===== config.mk =====
export PLATFORM = sky130hd
export DESIGN_NAME = miss_msg_det_mch_flat
export DESIGN_NICKNAME = d
export VERILOG_FILES = /design/src/rtl/miss_msg_det_mch_pkg.sv /design/src/rtl/miss_msg_det_mch_if.sv /design/src/rtl/miss_msg_det_mch_fifo.sv /design/src/rtl/miss_msg_det_mch.sv /design/src/flat_wrapper.sv
export SDC_FILE = /design/constraint.sdc
export NUM_CORES = 2
export LEC_CHECK = 0
export CAP_MARGIN = 20
export CORE_UTILIZATION = 55
export DETAILED_ROUTE_END_ITERATION = 12
export PLACE_DENSITY = 0.74
export SYNTH_ARGS = -nofsm -noshare
export SYNTH_HDL_FRONTEND = slang
export SYNTH_SLANG_ARGS = --single-unit
export TNS_END_PERCENT = 100

===== constraint.sdc =====
create_clock -name clk -period 30.8 [get_ports clk]
set_input_delay 3.08 -clock clk [delete_from_list [all_inputs] [get_ports clk]]
set_output_delay 3.08 -clock clk [all_outputs]
set_load 0.03 [all_outputs]

===== src/rtl/miss_msg_det_mch_pkg.sv =====
// miss_pkg: shared types for the multi-channel MoldUDP64 miss detector.
//   ch_state_e   : per-channel sync state
//   MISS_SEQ/SID : miss entry type codes
//   miss_entry_t : one retransmission-request FIFO entry
// The entry field widths below must match the top-level CH_W/SID_W/SEQ_NUM_W.
package miss_pkg;
  localparam int MISS_CH_W  = 1;
  localparam int MISS_SID_W = 80;
  localparam int MISS_SEQ_W = 64;

  typedef enum logic [1:0] {UNSYNC, SYNC, ENDED} ch_state_e;

  localparam logic MISS_SEQ = 1'b0;  // sequence gap inside one session
  localparam logic MISS_SID = 1'b1;  // one or more sessions skipped

  typedef struct packed {
    logic                  mtype;
    logic [MISS_CH_W-1:0]  ch;
    logic [MISS_SID_W-1:0] sid;
    logic [MISS_SEQ_W-1:0] seq_start;
    logic [MISS_SEQ_W-1:0] cnt;
  } miss_entry_t;
endpackage


===== src/rtl/miss_msg_det_mch_if.sv =====
// Packet-header input bus plus miss-request output handshake.
//   master : header source / miss consumer (drives v_i..eos_i, miss_ready_i)
//   slave  : the detector
interface miss_msg_det_mch_if #(
  parameter int CH_W      = 1,
  parameter int SID_W     = 80,
  parameter int SEQ_NUM_W = 64,
  parameter int ML_W      = 16
);
  logic                 v_i;
  logic [CH_W-1:0]      ch_i;
  logic [SID_W-1:0]     sid_i;
  logic [SEQ_NUM_W-1:0] seq_num_i;
  logic [ML_W-1:0]      msg_cnt_i;
  logic                 eos_i;
  logic                 miss_v_o;
  logic                 miss_ready_i;
  logic                 miss_type_o;
  logic [CH_W-1:0]      miss_ch_o;
  logic [SID_W-1:0]     miss_sid_o;
  logic [SEQ_NUM_W-1:0] miss_seq_start_o;
  logic [SEQ_NUM_W-1:0] miss_cnt_o;

  modport master (
    output v_i, ch_i, sid_i, seq_num_i, msg_cnt_i, eos_i, miss_ready_i,
    input  miss_v_o, miss_type_o, miss_ch_o, miss_sid_o, miss_seq_start_o, miss_cnt_o
  );
  modport slave (
    input  v_i, ch_i, sid_i, seq_num_i, msg_cnt_i, eos_i, miss_ready_i,
    output miss_v_o, miss_type_o, miss_ch_o, miss_sid_o, miss_seq_start_o, miss_cnt_o
  );
endinterface


===== src/rtl/miss_msg_det_mch_fifo.sv =====
// miss_req_fifo: synchronous FIFO of miss entries.
//   push_i/din_i : write (dropped when full and not popping same cycle)
//   pop_i        : pop head (ignored when empty)
//   valid_o/dout_o : head; dout_o is zero while empty
//   ovf_o        : sticky, set when a push was dropped; cleared by reset only
module miss_req_fifo
  import miss_pkg::*;
#(
  parameter int DEPTH = 4
) (
  input  logic        clk,
  input  logic        reset,
  input  logic        push_i,
  input  miss_entry_t din_i,
  input  logic        pop_i,
  output logic        valid_o,
  output miss_entry_t dout_o,
  output logic        ovf_o
);
  localparam int AW = $clog2(DEPTH);

  miss_entry_t   mem_q [DEPTH];
  logic [AW-1:0] wr_q, wr_d, rd_q, rd_d;
  logic [AW:0]   cnt_q, cnt_d;
  logic          ovf_q, ovf_d;
  logic          full, empty, push_ok, pop_ok;

  always_comb begin
    full    = cnt_q == (AW+1)'(DEPTH);
    empty   = cnt_q == '0;
    pop_ok  = pop_i && !empty;
    // a pop frees the slot in the same cycle, so full+push+pop loses nothing
    push_ok = push_i && (!full || pop_ok);
    wr_d    = wr_q + AW'(push_ok);
    rd_d    = rd_q + AW'(pop_ok);
    cnt_d   = cnt_q + (AW+1)'(push_ok) - (AW+1)'(pop_ok);
    ovf_d   = ovf_q || (push_i && !push_ok);
  end

  always_ff @(posedge clk) begin
    if (reset) begin
      wr_q  <= '0;
      rd_q  <= '0;
      cnt_q <= '0;
      ovf_q <= 1'b0;
    end else begin
      wr_q  <= wr_d;
      rd_q  <= rd_d;
      cnt_q <= cnt_d;
      ovf_q <= ovf_d;
    end
  end

  always_ff @(posedge clk) begin
    if (push_ok) mem_q[wr_q] <= din_i;
  end

  assign valid_o = !empty;
  assign dout_o  = empty ? '0 : mem_q[rd_q];
  assign ovf_o   = ovf_q;
endmodule


===== src/rtl/miss_msg_det_mch.sv =====
// miss_msg_det_mch: per-channel MoldUDP64 gap/duplicate detector.
//   clk, reset : clock, synchronous active-high reset
//   bus        : header input (v_i, ch_i, sid_i, seq_num_i, msg_cnt_i, eos_i)
//                and miss FIFO head (miss_v_o/miss_ready_i + entry fields)
//   dup_v_o/dup_ch_o : 1-cycle duplicate/late packet pulse and its channel
//   sid_err_o  : 1-cycle pulse on backward or oversized session jump
//   miss_ovf_o : sticky, a miss entry was dropped on a full FIFO
module miss_msg_det_mch
  import miss_pkg::*;
#(
  parameter int          CH_N        = 2,
  parameter int          CH_W        = (CH_N > 1) ? $clog2(CH_N) : 1,
  parameter int          SEQ_NUM_W   = MISS_SEQ_W,
  parameter int          SID_W       = MISS_SID_W,
  parameter int          ML_W        = 16,
  parameter int unsigned SID_GAP_MAX = 1 << 16,
  parameter int          FIFO_D      = 4
) (
  input  logic            clk,
  input  logic            reset,
  miss_msg_det_mch_if.slave bus,
  output logic            dup_v_o,
  output logic [CH_W-1:0] dup_ch_o,
  output logic            sid_err_o,
  output logic            miss_ovf_o
);
  ch_state_e            state_q [CH_N], state_d [CH_N];
  logic [SEQ_NUM_W-1:0] seq_q [CH_N], seq_d [CH_N];
  logic [SID_W-1:0]     sid_q [CH_N], sid_d [CH_N];
  logic                 dup_v_q, dup_v_d, sid_err_q, sid_err_d;
  logic [CH_W-1:0]      dup_ch_q, dup_ch_d;

  ch_state_e            cur_st, nxt_st;
  logic [SEQ_NUM_W-1:0] cur_seq, nxt_seq, e_eff, s, sn, seq_rule;
  logic [SID_W-1:0]     cur_sid, nxt_sid;
  logic [SID_W:0]       d;
  logic                 ch_ok, hit, gap, lag, too_far, push;
  logic [SEQ_NUM_W-1:0] sid_cnt;
  miss_entry_t          push_e, head;

  // select the addressed channel's state
  always_comb begin
    cur_st  = UNSYNC;
    cur_seq = '0;
    cur_sid = '0;
    for (int i = 0; i < CH_N; i++) begin
      if (bus.ch_i == CH_W'(i)) begin
        cur_st  = state_q[i];
        cur_seq = seq_q[i];
        cur_sid = sid_q[i];
      end
    end
  end

  always_comb begin
    ch_ok    = {1'b0, bus.ch_i} < (CH_W+1)'(CH_N);
    hit      = bus.v_i && ch_ok;
    s        = bus.seq_num_i;
    sn       = s + SEQ_NUM_W'(bus.msg_cnt_i);
    // a session opened from ENDED starts counting at 0
    e_eff    = (cur_st == SYNC) ? cur_seq : '0;
    gap      = s > e_eff;
    lag      = s < e_eff;
    seq_rule = (lag && sn <= e_eff) ? e_eff : sn;
    // one extra bit: MSB set means the session went backward
    d        = {1'b0, bus.sid_i} - {1'b0, cur_sid};
    too_far  = d[SID_W] || d > (SID_W+1)'(SID_GAP_MAX);
    sid_cnt  = (|d[SID_W:SEQ_NUM_W]) ? '1 : d[SEQ_NUM_W-1:0];

    nxt_st    = cur_st;
    nxt_seq   = cur_seq;
    nxt_sid   = cur_sid;
    push      = 1'b0;
    push_e    = '0;
    push_e.ch = MISS_CH_W'(bus.ch_i);
    dup_v_d   = 1'b0;
    dup_ch_d  = '0;
    sid_err_d = 1'b0;

    if (hit) begin
      if (cur_st == UNSYNC) begin
        nxt_sid = bus.sid_i;
        nxt_seq = sn;
        nxt_st  = bus.eos_i ? ENDED : SYNC;
      end else if (bus.sid_i == cur_sid) begin
        if (cur_st == ENDED) begin
          dup_v_d = 1'b1;  // stale retransmit of a closed session
        end else begin
          push             = gap;
          push_e.mtype     = MISS_SEQ;
          push_e.sid       = cur_sid;
          push_e.seq_start = e_eff;
          push_e.cnt       = s - e_eff;
          dup_v_d          = lag;
          nxt_seq          = seq_rule;
          if (bus.eos_i) nxt_st = ENDED;
        end
      end else if (too_far) begin
        sid_err_d = 1'b1;
        nxt_st    = UNSYNC;
      end else if (cur_st == ENDED && d == (SID_W+1)'(1)) begin
        // clean rollover to the next session; seq rules run against 0
        push             = gap;
        push_e.mtype     = MISS_SEQ;
        push_e.sid       = bus.sid_i;
        push_e.seq_start = '0;
        push_e.cnt       = s;
        nxt_sid          = bus.sid_i;
        nxt_seq          = seq_rule;
        nxt_st           = bus.eos_i ? ENDED : SYNC;
      end else begin
        push             = 1'b1;
        push_e.mtype     = MISS_SID;
        push_e.sid       = cur_sid;
        push_e.seq_start = cur_seq;
        push_e.cnt       = sid_cnt;
        nxt_sid          = bus.sid_i;
        nxt_seq          = sn;
        nxt_st           = bus.eos_i ? ENDED : SYNC;
      end
      if (dup_v_d) dup_ch_d = bus.ch_i;
    end

    state_d = state_q;
    seq_d   = seq_q;
    sid_d   = sid_q;
    for (int i = 0; i < CH_N; i++) begin
      if (hit && bus.ch_i == CH_W'(i)) begin
        state_d[i] = nxt_st;
        seq_d[i]   = nxt_seq;
        sid_d[i]   = nxt_sid;
      end
    end
  end

  always_ff @(posedge clk) begin
    if (reset) begin
      state_q   <= '{default: UNSYNC};
      seq_q     <= '{default: '0};
      sid_q     <= '{default: '0};
      dup_v_q   <= 1'b0;
      dup_ch_q  <= '0;
      sid_err_q <= 1'b0;
    end else begin
      state_q   <= state_d;
      seq_q     <= seq_d;
      sid_q     <= sid_d;
      dup_v_q   <= dup_v_d;
      dup_ch_q  <= dup_ch_d;
      sid_err_q <= sid_err_d;
    end
  end

  miss_req_fifo #(.DEPTH(FIFO_D)) u_fifo (
    .clk     (clk),
    .reset   (reset),
    .push_i  (push),
    .din_i   (push_e),
    .pop_i   (bus.miss_ready_i),
    .valid_o (bus.miss_v_o),
    .dout_o  (head),
    .ovf_o   (miss_ovf_o)
  );

  assign bus.miss_type_o      = head.mtype;
  assign bus.miss_ch_o        = CH_W'(head.ch);
  assign bus.miss_sid_o       = SID_W'(head.sid);
  assign bus.miss_seq_start_o = SEQ_NUM_W'(head.seq_start);
  assign bus.miss_cnt_o       = SEQ_NUM_W'(head.cnt);
  assign dup_v_o              = dup_v_q;
  assign dup_ch_o             = dup_ch_q;
  assign sid_err_o            = sid_err_q;
endmodule


===== src/flat_wrapper.sv =====
// flat-port wrapper written by rule: the top's interface ports become plain ports
module miss_msg_det_mch_flat import miss_pkg::*;
#(
  parameter int          CH_N        = 2,
  parameter int          CH_W        = (CH_N > 1) ? $clog2(CH_N) : 1,
  parameter int          SEQ_NUM_W   = MISS_SEQ_W,
  parameter int          SID_W       = MISS_SID_W,
  parameter int          ML_W        = 16,
  parameter int unsigned SID_GAP_MAX = 1 << 16,
  parameter int          FIFO_D      = 4
)
  (clk, reset, dup_v_o, dup_ch_o, sid_err_o, miss_ovf_o, bus_v_i, bus_ch_i, bus_sid_i, bus_seq_num_i, bus_msg_cnt_i, bus_eos_i, bus_miss_ready_i, bus_miss_v_o, bus_miss_type_o, bus_miss_ch_o, bus_miss_sid_o, bus_miss_seq_start_o, bus_miss_cnt_o);
  miss_msg_det_mch_if #(.CH_W(CH_W), .SID_W(SID_W), .SEQ_NUM_W(SEQ_NUM_W), .ML_W(ML_W)) bus_i ();
  input  logic clk;
  input  logic reset;
  output logic dup_v_o;
  output logic [CH_W-1:0] dup_ch_o;
  output logic sid_err_o;
  output logic miss_ovf_o;
  input wire logic [$bits(bus_i.v_i)-1:0] bus_v_i;
  input wire logic [$bits(bus_i.ch_i)-1:0] bus_ch_i;
  input wire logic [$bits(bus_i.sid_i)-1:0] bus_sid_i;
  input wire logic [$bits(bus_i.seq_num_i)-1:0] bus_seq_num_i;
  input wire logic [$bits(bus_i.msg_cnt_i)-1:0] bus_msg_cnt_i;
  input wire logic [$bits(bus_i.eos_i)-1:0] bus_eos_i;
  input wire logic [$bits(bus_i.miss_ready_i)-1:0] bus_miss_ready_i;
  output wire logic [$bits(bus_i.miss_v_o)-1:0] bus_miss_v_o;
  output wire logic [$bits(bus_i.miss_type_o)-1:0] bus_miss_type_o;
  output wire logic [$bits(bus_i.miss_ch_o)-1:0] bus_miss_ch_o;
  output wire logic [$bits(bus_i.miss_sid_o)-1:0] bus_miss_sid_o;
  output wire logic [$bits(bus_i.miss_seq_start_o)-1:0] bus_miss_seq_start_o;
  output wire logic [$bits(bus_i.miss_cnt_o)-1:0] bus_miss_cnt_o;
  assign bus_i.v_i = bus_v_i;
  assign bus_i.ch_i = bus_ch_i;
  assign bus_i.sid_i = bus_sid_i;
  assign bus_i.seq_num_i = bus_seq_num_i;
  assign bus_i.msg_cnt_i = bus_msg_cnt_i;
  assign bus_i.eos_i = bus_eos_i;
  assign bus_i.miss_ready_i = bus_miss_ready_i;
  assign bus_miss_v_o = bus_i.miss_v_o;
  assign bus_miss_type_o = bus_i.miss_type_o;
  assign bus_miss_ch_o = bus_i.miss_ch_o;
  assign bus_miss_sid_o = bus_i.miss_sid_o;
  assign bus_miss_seq_start_o = bus_i.miss_seq_start_o;
  assign bus_miss_cnt_o = bus_i.miss_cnt_o;
  miss_msg_det_mch #(.CH_N(CH_N), .CH_W(CH_W), .SEQ_NUM_W(SEQ_NUM_W), .SID_W(SID_W), .ML_W(ML_W), .SID_GAP_MAX(SID_GAP_MAX), .FIFO_D(FIFO_D)) u_core (.clk(clk), .reset(reset), .bus(bus_i), .dup_v_o(dup_v_o), .dup_ch_o(dup_ch_o), .sid_err_o(sid_err_o), .miss_ovf_o(miss_ovf_o));
endmodule

==> flow_metrics.tcl <==
set metrics [dict create \
    synth_edf_count 840 \
    power.internal_uw 3180 \
    tns_ps 0 \
    finalSetupViolations 0 \
    cap_violations 0 \
    chipHeight_um 340 \
    postCtsSetupBuffers 0 \
    vdd_drop_max_v 0.000108 \
    cts_root_buffer "clkbuf_16" \
    hpwlAfterDp_mm 148 \
    yosys-mux-area-fraction_pct 10.7 \
    vias_per_cell 6.55 \
    drv_slew 0 \
    rsz0062_at_grt "false" \
    power_frac_clock_pct 28.5 \
    syn_area_um2 62800 \
    power_uw 4940 \
    boundaryPins 381 \
    power_leakage_uw 0.0215 \
    fin_crit_ps 12230 \
    p_seq_share_pct 34.1 \
    die_area_um2 116000 \
    p_comb_share_pct 37.4 \
    synth-xor-area-share_pct 2.29 \
    fin_skew_ps 28.6 \
    ant_nets 0 \
    synth_seq_cells 1143 \
    sw_frac_of_total_pct 35.5 \
    core-area_um2 113000 \
    wirelength_mm 206 \
    drt-initial-drc-count 5806 \
    tightest_slew_ps 1170 \
    grt_first_pass_wirelength_mm 306 \
    synth_compound_area_share_pct 15.8 \
    syn_to_final_growth_pct 13.9 \
    clkSlewWorstSetupHoldPaths_ps 60 \
    powerDensity_nw_per_um2 69.0 \
    cp.arrival_ps 12570 \
    fillCellCount 8818 \
    max-clock-path-buffers 3 \
    critical_path_class "input port to register" \
    syn_nets 6230 \
    yosysSeqAreaShare_pct 49.8 \
    cp-start-kind "input port" \
    initial_utilization_pct 55.6 \
    grt_start_max_net_pins 128 \
    drt-pass1-iter-count 6 \
    rows 123 \
    cts_buffers 113 \
    netlist_instances 5832 \
    die_w_um 340 \
    place_congestion 1.01 \
    outcome "finished clean" \
    min_path_type "register to register" \
    yosysWarnings 0 \
    cp-end-kind "register" \
    cts.sinks 1143 \
    placed_cell_area_um2 67700 \
    synth_simple_gate_area_share_pct 13.7 \
    ctsResizeCount 0 \
    finalNetCount 6417 \
    rrSetupSlack_ps 21910 \
    required_ps 31140 \
    cts_hold_buf 0 \
    finalHoldViolations 0 \
    synth-adder-area-share_pct 4.67 \
    synth_cell_types 100 \
    fmax_mhz 81.8 \
    synth-main-ff-cell "edfxtp_1" \
    port_buffers 380 \
    crit_fanout 54 \
    track_usage_pct 34.9 \
    p_switching_uw 1750 \
    min_period_over_period_pct 39.7 \
    synthArstFlopShare_pct 0 \
    layout-drive-gt1-share_pct 9.69 \
    cts_tree "done" \
    grt_remaining_overflow 0 \
    slew_headroom_pct 22.0 \
    worstSkewPairLatency_ps 740 \
    vias 50000 \
    grt_pass1_vias 48300 \
    antenna_found_initial 32 \
    drc 0 \
    synth_top_family_by_area "compound AO/OA/AOI/OAI gates" \
    routedWlPerCell_um 27.0 \
    final_cell_area_um2 71600 \
    postSynthAreaPerCell_um2 10.8 \
    ctsHtreeMaxLevel 3 \
]
==> layout by cell type, fill, tap and decap left out, types with 47 or more instances in the layout <==
cell type,n
nand4_1,86
a21o_1,81
or3_1,60
nor3_1,59
ha_1,228
o21ai_1,92
edfxtp_1,840
mux2i_1,150
nand2_1,781
a211oi_1,48
xnor2_1,108
clkdlybuf4s50_1,378
o221ai_1,47
nor2_1,369
o21ai_0,201
and2_1,234
mux4_2,210
nand3_1,62
buf_4,63
dfxtp_1,301
a21oi_1,630
clkbuf_16,119
xor2_1,56
inv_1,98
==> cells by family after synthesis <==
group,Yosys count
simple gates,1834
compound gates,1576
flops,1143
buf+inv,477
mux,406
fa+ha+maj,232
xor+xnor,164
==> flip-flops by register name, summed over array words and instances, names as in the netlist <==
signal	cells
u_core.sid_q	160
u_core.state_q	4
u_core.dup_ch_o	1
u_core.seq_q	128
u_core.u_fifo.cnt_q	3
u_core.sid_err_o	1
u_core.u_fifo.wr_q	2
u_core.u_fifo.ovf_o	1
u_core.dup_v_o	1
u_core.u_fifo.rd_q	2
u_core.u_fifo.mem_q	840
==> critical path: stages <==
cell and delay [ps]:
buf_8 370, buf_4 730, mux2i_1 210, ha_1 540, nand2_1 190, nor4_2 880, nand4_1 230, or3_1 360
o31a_1 230, and3_1 260, or4_1 460, or4b_1 590, nor4_4 300, nand3_4 480, nor3_2 300, buf_4 270
a31oi_1 130, a211o_1 450, nor3_2 150, buf_4 580, buf_4 680, buf_4 730
==> cell usage after synthesis, drive strengths merged (19+ instances only) <==
| cell type | count | area (µm²) |
|---|---|---|
| a211oi | 50 | 385 |
| a21o | 81 | 608 |
| a21oi | 631 | 3160 |
| a22o | 21 | 184 |
| a22oi | 33 | 248 |
| a2bb2oi | 30 | 263 |
| a31oi | 33 | 206 |
| and2 | 238 | 1490 |
| and3 | 30 | 188 |
| and4 | 19 | 169 |
| buf | 125 | 594 |
| clkbuf | 253 | 953 |
| dfxtp | 303 | 6070 |
| edfxtp | 840 | 25200 |
| ha | 228 | 2850 |
| inv | 99 | 372 |
| mux2 | 44 | 495 |
| mux2i | 152 | 1520 |
| mux4 | 210 | 4730 |
| nand2 | 785 | 2950 |
| nand3 | 64 | 333 |
| nand4 | 87 | 551 |
| nor2 | 371 | 1390 |
| nor3 | 68 | 355 |
| nor4 | 25 | 178 |
| o211ai | 43 | 323 |
| o21a | 44 | 330 |
| o21ai | 297 | 1500 |
| o21bai | 39 | 293 |
| o221ai | 47 | 412 |
| o22ai | 23 | 144 |
| o311ai | 47 | 419 |
| o31ai | 21 | 171 |
| or2 | 29 | 181 |
| or3 | 61 | 382 |
| xnor2 | 108 | 946 |
| xor2 | 56 | 490 |
==> power by group through the flow <==
stage / registers (µW) / logic (µW) / clock network [µW]
2_1_floorplan: 1700 / 1140 / 0
3_3_place_gp: 1710 / 1820 / 0
3_5_place_dp: 1710 / 1830 / 0
4_1_cts: 1680 / 1850 / 1420
5_1_grt: 1680 / 1940 / 1470
6_report: 1680 / 1850 / 1410
==> stage by stage <==
stage | instances | setup WS (ps) | hold slack, ps | utilization, %
after floorplan | 5832 | 5950 | 436 | -
after global placement | 7400 | 18180 | 441 | 59.9
after detailed placement | 7400 | 17950 | 446 | 59.9
after CTS | 7614 | 18690 | 454 | 63.3
after global routing | 7619 | 18000 | 465 | 63.3
final | 7627 | 18570 | 453 | 63.3
==> layout make-up <==
class,instances,area (µm²),area share [%]
clock buffer,159,3280,4.58
multi-input combinational,4212,29800,41.6
sequential,1143,31300,43.7
tap,1500,1880,2.62
clock inverter,55,523,0.731
antenna,9,22.5,0.0315
timing repair buffer,450,4420,6.17
inverter,99,372,0.519
==> metal layers <==
metal,vias up,GRT usage (%),part of all wire (%)
met5,-,0,0.15
met4,48,12.2,3.6
met3,445,7.02,9.9
met2,2552,54.0,45
met1,24600,49.1,41
li1,22400,-,-
==> path summary, 6_finish.rpt <==
| path | end | depth (start not counted) | startpoint |
|---|---|---|---|
| setup reg to reg | u_core.u_fifo.mem_q[0][14] | 20 | u_core.sid_q[118] |
| hold / removal | u_core.sid_q[136] | 2 | u_core.sid_q[136] |
| hold reg to reg | u_core.sid_q[136] | 2 | u_core.sid_q[136] |
| setup / recovery | u_core.u_fifo.mem_q[0][14] | 22 | bus_ch_i |
(Power assumes the default switching activity.)
